**src/rtl/tank_motion_ctrl_if.sv**
```systemverilog
// Candidate-position handshake between the motion sequencer and the maze wall checker.
interface tank_motion_ctrl_if;
  logic [9:0] cand_x;
  logic [9:0] cand_y;
  logic       cand_valid;
  logic       wall_ready;
  logic       wall_hit;

  modport master (output cand_x, cand_y, cand_valid, input wall_ready, wall_hit);
  modport slave  (input cand_x, cand_y, cand_valid, output wall_ready, wall_hit);
endinterface

```
**src/rtl/tank_motion_ctrl.sv**
```systemverilog
// Per-tank motion sequencer: steps the heading, integrates a 10.8 fixed-point position
// once per frame and offers every candidate to the wall checker before committing it.
module tank_motion_ctrl #(
  parameter int X_INIT       = 320,
  parameter int Y_INIT       = 240,
  parameter int ANG_INIT     = 0,
  parameter int ROT_DIV      = 4,
  parameter int SPEED_SHIFT  = 0,
  parameter int X_MAX        = 639,
  parameter int Y_MAX        = 479,
  parameter int WALL_TIMEOUT = 15
) (
  input  logic               Clk,
  input  logic               Reset,
  input  logic               frame_tick,
  input  logic               key_left,
  input  logic               key_right,
  input  logic               key_fwd,
  input  logic               key_back,
  input  logic [8:0]         sin_mag,
  input  logic [8:0]         cos_mag,
  output logic [5:0]         angle_idx,
  tank_motion_ctrl_if.master wallBus,
  output logic [9:0]         pos_x,
  output logic [9:0]         pos_y,
  output logic               busy
);
  localparam int ROT_W  = (ROT_DIV > 1) ? $clog2(ROT_DIV) : 1;
  localparam int WAIT_W = (WALL_TIMEOUT > 1) ? $clog2(WALL_TIMEOUT) : 1;

  typedef enum logic [2:0] {IDLE, ROTATE, LOOKUP, MOVE, WALLCHK, COMMIT} stateType;

  stateType          stateReg, stateNext;
  logic [5:0]        angleReg, angleNext;
  logic [ROT_W-1:0]  rotCntReg, rotCntNext;
  logic [WAIT_W-1:0] waitReg, waitNext;
  // Element 0 is the X axis (driven by cos), element 1 the Y axis (driven by sin).
  logic [1:0][8:0]   magReg, magNext;
  logic [1:0][17:0]  posReg, posNext;
  logic [1:0][17:0]  candReg, candNext;
  logic [1:0][17:0]  candCalc;
  logic [1:0]        negAxis;
  logic              cosNeg, sinNeg;

  function automatic logic [17:0] stepAxis(input logic [17:0] pos, input logic [8:0] mag,
                                           input logic neg, input logic [17:0] lim);
    logic signed [20:0] step;
    logic signed [20:0] sum;
    step = signed'(21'(mag) << SPEED_SHIFT);
    sum  = neg ? signed'({3'b000, pos}) - step : signed'({3'b000, pos}) + step;
    if (sum < 0)
      return '0;
    if (sum > signed'({3'b000, lim}))
      return lim;
    return sum[17:0];
  endfunction

  assign cosNeg = (angleReg >= 6'd12) && (angleReg <= 6'd33);
  assign sinNeg = (angleReg >= 6'd23);
  // Screen Y grows downward, so a positive sine moves the tank toward smaller Y.
  assign negAxis[0] = key_back ^ cosNeg;
  assign negAxis[1] = ~(key_back ^ sinNeg);

  genvar gi;
  generate
    for (gi = 0; gi < 2; gi++) begin : gAxis
      localparam logic [17:0] AXIS_LIM = (gi == 0) ? 18'((X_MAX << 8) | 255)
                                                   : 18'((Y_MAX << 8) | 255);
      assign candCalc[gi] = stepAxis(posReg[gi], magReg[gi], negAxis[gi], AXIS_LIM);
    end
  endgenerate

  always_ff @(posedge Clk) begin
    if (!Reset)
      stateReg <= IDLE;
    else
      stateReg <= stateNext;
  end

  always_comb begin
    stateNext  = stateReg;
    angleNext  = angleReg;
    rotCntNext = rotCntReg;
    waitNext   = waitReg;
    magNext    = magReg;
    posNext    = posReg;
    candNext   = candReg;
    case (stateReg)
      IDLE: begin
        if (frame_tick)
          stateNext = ROTATE;
      end
      ROTATE: begin
        if (key_left ^ key_right) begin
          if (rotCntReg == '0) begin
            if (key_left)
              angleNext = (angleReg == 6'd44) ? 6'd0 : angleReg + 6'd1;
            else
              angleNext = (angleReg == 6'd0) ? 6'd44 : angleReg - 6'd1;
          end
          rotCntNext = (rotCntReg == ROT_W'(ROT_DIV - 1)) ? '0 : rotCntReg + 1'b1;
        end else begin
          rotCntNext = '0;
        end
        stateNext = LOOKUP;
      end
      LOOKUP: begin
        magNext[0] = cos_mag;
        magNext[1] = sin_mag;
        stateNext  = MOVE;
      end
      MOVE: begin
        if (key_fwd ^ key_back) begin
          candNext  = candCalc;
          waitNext  = '0;
          stateNext = WALLCHK;
        end else begin
          stateNext = IDLE;
        end
      end
      WALLCHK: begin
        // A response arriving on the last allowed cycle still wins over the timeout.
        if (wallBus.wall_ready)
          stateNext = wallBus.wall_hit ? IDLE : COMMIT;
        else if (waitReg == WAIT_W'(WALL_TIMEOUT - 1))
          stateNext = IDLE;
        else
          waitNext = waitReg + 1'b1;
      end
      COMMIT: begin
        posNext   = candReg;
        stateNext = IDLE;
      end
      default: stateNext = IDLE;
    endcase
  end

  always_ff @(posedge Clk) begin
    if (!Reset) begin
      angleReg  <= 6'(ANG_INIT);
      rotCntReg <= '0;
      waitReg   <= '0;
      magReg    <= '0;
      posReg    <= {18'(Y_INIT * 256), 18'(X_INIT * 256)};
      candReg   <= '0;
    end else begin
      angleReg  <= angleNext;
      rotCntReg <= rotCntNext;
      waitReg   <= waitNext;
      magReg    <= magNext;
      posReg    <= posNext;
      candReg   <= candNext;
    end
  end

  assign angle_idx          = angleReg;
  assign pos_x              = posReg[0][17:8];
  assign pos_y              = posReg[1][17:8];
  assign wallBus.cand_x     = candReg[0][17:8];
  assign wallBus.cand_y     = candReg[1][17:8];
  assign wallBus.cand_valid = (stateReg == WALLCHK);
  assign busy               = (stateReg != IDLE);
endmodule
```
**src/flat_wrapper.sv**
```systemverilog
// flat-port wrapper written by rule: the top's interface ports become plain ports
module tank_motion_ctrl_flat 
#(
  parameter int X_INIT       = 320,
  parameter int Y_INIT       = 240,
  parameter int ANG_INIT     = 0,
  parameter int ROT_DIV      = 4,
  parameter int SPEED_SHIFT  = 0,
  parameter int X_MAX        = 639,
  parameter int Y_MAX        = 479,
  parameter int WALL_TIMEOUT = 15
)
  (Clk, Reset, frame_tick, key_left, key_right, key_fwd, key_back, sin_mag, cos_mag, angle_idx, pos_x, pos_y, busy, wallBus_cand_x, wallBus_cand_y, wallBus_cand_valid, wallBus_wall_ready, wallBus_wall_hit);
  tank_motion_ctrl_if wallBus_i ();
  input  logic Clk;
  input  logic Reset;
  input  logic frame_tick;
  input  logic key_left;
  input  logic key_right;
  input  logic key_fwd;
  input  logic key_back;
  input  logic [8:0] sin_mag;
  input  logic [8:0] cos_mag;
  output logic [5:0] angle_idx;
  output logic [9:0] pos_x;
  output logic [9:0] pos_y;
  output logic busy;
  output wire logic [$bits(wallBus_i.cand_x)-1:0] wallBus_cand_x;
  output wire logic [$bits(wallBus_i.cand_y)-1:0] wallBus_cand_y;
  output wire logic [$bits(wallBus_i.cand_valid)-1:0] wallBus_cand_valid;
  input wire logic [$bits(wallBus_i.wall_ready)-1:0] wallBus_wall_ready;
  input wire logic [$bits(wallBus_i.wall_hit)-1:0] wallBus_wall_hit;
  assign wallBus_cand_x = wallBus_i.cand_x;
  assign wallBus_cand_y = wallBus_i.cand_y;
  assign wallBus_cand_valid = wallBus_i.cand_valid;
  assign wallBus_i.wall_ready = wallBus_wall_ready;
  assign wallBus_i.wall_hit = wallBus_wall_hit;
  tank_motion_ctrl #(.X_INIT(X_INIT), .Y_INIT(Y_INIT), .ANG_INIT(ANG_INIT), .ROT_DIV(ROT_DIV), .SPEED_SHIFT(SPEED_SHIFT), .X_MAX(X_MAX), .Y_MAX(Y_MAX), .WALL_TIMEOUT(WALL_TIMEOUT)) u_core (.Clk(Clk), .Reset(Reset), .frame_tick(frame_tick), .key_left(key_left), .key_right(key_right), .key_fwd(key_fwd), .key_back(key_back), .sin_mag(sin_mag), .cos_mag(cos_mag), .angle_idx(angle_idx), .wallBus(wallBus_i), .pos_x(pos_x), .pos_y(pos_y), .busy(busy));
endmodule
```
**config.mk**
```make
export PLATFORM = sky130hd
export DESIGN_NAME = tank_motion_ctrl_flat
export DESIGN_NICKNAME = d
export VERILOG_FILES = /design/src/rtl/tank_motion_ctrl_if.sv /design/src/rtl/tank_motion_ctrl.sv /design/src/flat_wrapper.sv
export SDC_FILE = /design/constraint.sdc
export NUM_CORES = 1
export LEC_CHECK = 0
export ABC_AREA = 1
export CORE_AREA = 2 2 122 124
export DETAILED_ROUTE_END_ITERATION = 12
export DIE_AREA = 0 0 124 126
export GPL_ROUTABILITY_DRIVEN = 0
export PLACE_DENSITY_LB_ADDON = 0.15
export SETUP_SLACK_MARGIN = 0.4
export SYNTH_ARGS = -nofsm -noshare
export SYNTH_HDL_FRONTEND = slang
export SYNTH_SLANG_ARGS = --single-unit
```
**constraint.sdc**
```tcl
create_clock -name Clk -period 2.45 [get_ports Clk]
set_input_delay 0.49 -clock Clk [delete_from_list [all_inputs] [get_ports Clk]]
set_output_delay 0.49 -clock Clk [all_outputs]
set_load 0.02 [all_outputs]
```
==> run metrics <==
Clk pwr share=0.323; Setup WS post-layout=0.0114 ns; 1st-pass router iterations=9; post-synthesis async set-or-reset flop share=0; die width=124 µm; max_slew headroom=0.645; Fin. Hold Viols=0; GR met2 Demand/Resource=0.427; WP data required=2.71 ns; # placed instances=1405; post-layout min period=2.44 ns; Least-Margin Pin Slew=0.526 ns; Die Y=126 µm; pwr/cell area=542 nW/µm²; initial core utilization=0.520; Max IR drop VDD=0.000391 V; initial antenna violation count=0; total net switching power=1.72 mW; post-synth top area share=0.282; DRT Wirelength=20.5 mm; top post-synthesis cells by area=dfxtp_1 28%, nand2_1 19%, ha_1 7.4%; power share of the combinational group=0.317; Tot Pwr=5.10 mW; Syn. warnings=0; First DRT Iteration DRCs=531; fill cell count=1336; die area=15600 µm²; power share of the sequential group=0.360; clk slew on worst S/H paths=0.08 ns; Storage cell area=2120 µm²; RSZ-0062 raised after global routing=true; Nets=1332; Place WS=-0.0287 ns; clock sink count=105; GR Layer Usage met3=0.0494; Syn Nets=1256; final setup fails=0; final slew viol count=0; area grow syn2layout=26.3%; Int Pwr=3.38 mW; row count=44; detailed placement HPWL=14.6 mm; DR vias/cell=5.17; met1 Use GR=0.381; core area=14300 µm²; Max Cap Viol=0; multi-input logic area=4820 µm²; sequential area share after synthesis=0.282; status=complete, no violations; Synth area leader=dfxtp_1; CTS hold repair buffers=0; clock root buffer=clkbuf_16; syn avg cell area=6.30 µm²; most common library cells after synthesis=386 x nand2_1, 129 x inv_1, 115 x nor2_1; Netlist cell types=44; via count=7471; first-pass GRT wire length=33.7 mm; most common cell in the netlist=nand2_1; non-filler cells, final=1446; GRT Util Overall=0.272; largest net degree at the start of global routing=55; most used routing layer in global routing=met2; crit path max fanout=8; grt total ovfl=0; Peak Freq=410 MHz; switching part of the total=0.338; Antenna Diode Count=0; Setup crit end kind=register; #FFs+latches synth=105; LEAKAGE=4.65 nW; ANT nets after route=0; maximum clock path buffer count=2; Synth Flop Type=dfxtp_1; Post-synth EDFFs=0; latest clock arrival within the worst-skew pair=0.36 ns; area of the mapped netlist=7440 µm²; Num CTS Buffers=9; CTS tree=done; Hold WC Path Type=reg2reg; Setup Skew=0.0111 ns; H-tree depth=3; I/O Buffers=74; Synth Instances=1181; Period Utilization, post-route=0.995; DRC viols=0; Critical Path AT=2.70 ns; io pins=75; share of cells above drive strength 1=0.188; routed len/inst=14.2 µm; critical path class=reg2reg; vias in the first global route=6860; element type at the critical path start=register
worst max-delay path, stage by stage, from the launching register on:
cell	delay, ns
dfxtp_4	0.38
ha_4	0.16
inv_2	0.04
fa_2	0.35
nand3b_1	0.18
nand2_2	0.09
nand2_2	0.07
nand2_4	0.10
nand2_2	0.06
nand2_1	0.06
nand2_1	0.05
nand2_1	0.06
nand2_1	0.06
nand2_2	0.07
nand2_2	0.06
nand2_4	0.07
nand2_4	0.06
nand2_4	0.11
buf_12	0.13
nand2_1	0.06
nand2_1	0.07
nand2_1	0.05
metal layers:
layer,wire length [µm],vias to the layer above
li1,-,3825
met1,9860,3404
met2,9170,212
met3,1060,30
met4,411,0
met5,0,-
logic make-up (layout without fill, tap and decap cells):
group | Yosys count | count (layout) | synth area share
and+or+nand+nor | 603 | 604 | 0.330
xor gates and xnor gates | 34 | 34 | 0.0425
adders and majority gates | 48 | 48 | 0.0847
AOI/OAI and AO/OA | 170 | 170 | 0.123
DFF | 105 | 105 | 0.282
buffers and inverters | 221 | 301 | 0.138
stage by stage:
| stage | cell area, µm² | util | setup TNS [ns] | hold WS, ns |
|---|---|---|---|---|
| 2_1_floorplan | 7500 | - | 0 | 0.421 |
| 3_3_place_gp | 8390 | 0.586 | -0.213 | 0.434 |
| 3_5_place_dp | 8390 | 0.586 | -0.345 | 0.438 |
| 4_1_cts | 9080 | 0.635 | 0 | 0.457 |
| 5_1_grt | 9400 | 0.657 | -2.52 | 0.477 |
| 6_report | 9400 | 0.657 | 0 | 0.456 |
cell usage in the layout (no fill, tap or decap), drive strengths merged, types with 2 or more instances in the layout:
master / n
nand2: 393
inv: 140
nor2: 120
dfxtp: 105
o21ai: 78
buf: 73
clkdlybuf4s50: 70
a21oi: 67
nand3: 53
ha: 44
xor2: 32
nor3: 16
nand4: 12
clkbuf: 9
o211ai: 7
o21bai: 5
nand3b: 4
a31oi: 4
fa: 4
clkinv: 3
nor4: 2
xnor2: 2
o31ai: 2
a221oi: 2
or2: 2
bufinv: 2
final cells by class:
type                    instances  area share
repair buffers                146       0.144
clock buffers                   9      0.0240
clock inverters                 7      0.0120
inverters                     139      0.0571
flip-flops and latches        105       0.226
well taps                     184      0.0245
multi-input cells             856       0.513
final timing paths:
| path | start | to | slack [ns] | cells past startpoint |
|---|---|---|---|---|
| worst min-delay path | u_core.candReg[19]$_SDFFE_PN0P_ | u_core.candReg[19]$_SDFFE_PN0P_ | 0.46 | 2 |
| worst min register to register | u_core.candReg[19]$_SDFFE_PN0P_ | u_core.candReg[19]$_SDFFE_PN0P_ | 0.46 | 2 |
| worst max-delay path | u_core.magReg[0]$_SDFFE_PN0P_ | u_core.candReg[6]$_SDFFE_PN0P_ | 0.01 | 21 |
| worst max register to register | u_core.magReg[0]$_SDFFE_PN0P_ | u_core.candReg[6]$_SDFFE_PN0P_ | 0.01 | 21 |
power groups by stage:
stage / Clock, mW / Sequential [mW] / Combinational [mW]
after floorplan: 0 / 1.86 / 0.905
after global placement: 0 / 1.87 / 1.31
after detailed placement: 0 / 1.87 / 1.31
after CTS: 1.68 / 1.83 / 1.49
after global routing: 1.74 / 1.84 / 1.79
final: 1.65 / 1.83 / 1.62
registers in the layout, indices dropped and copies added (netlist names):
register	cells
u_core.wallBus.cand_y	10
u_core.stateReg	3
u_core.posReg	16
u_core.pos_y	10
u_core.waitReg	4
u_core.candReg	16
u_core.rotCntReg	2
u_core.pos_x	10
u_core.angle_idx	6
u_core.magReg	18
u_core.wallBus.cand_x	10
repair_timing:
action | 4_1_cts | 5_1_grt
pin swaps | 25 | 32
gates resized for setup | 74 | 69
endpoints found under the setup margin | 39 | 39
gates cloned | 1 | 0
setup buffers | 16 | 8
(Power assumes the default switching activity.)
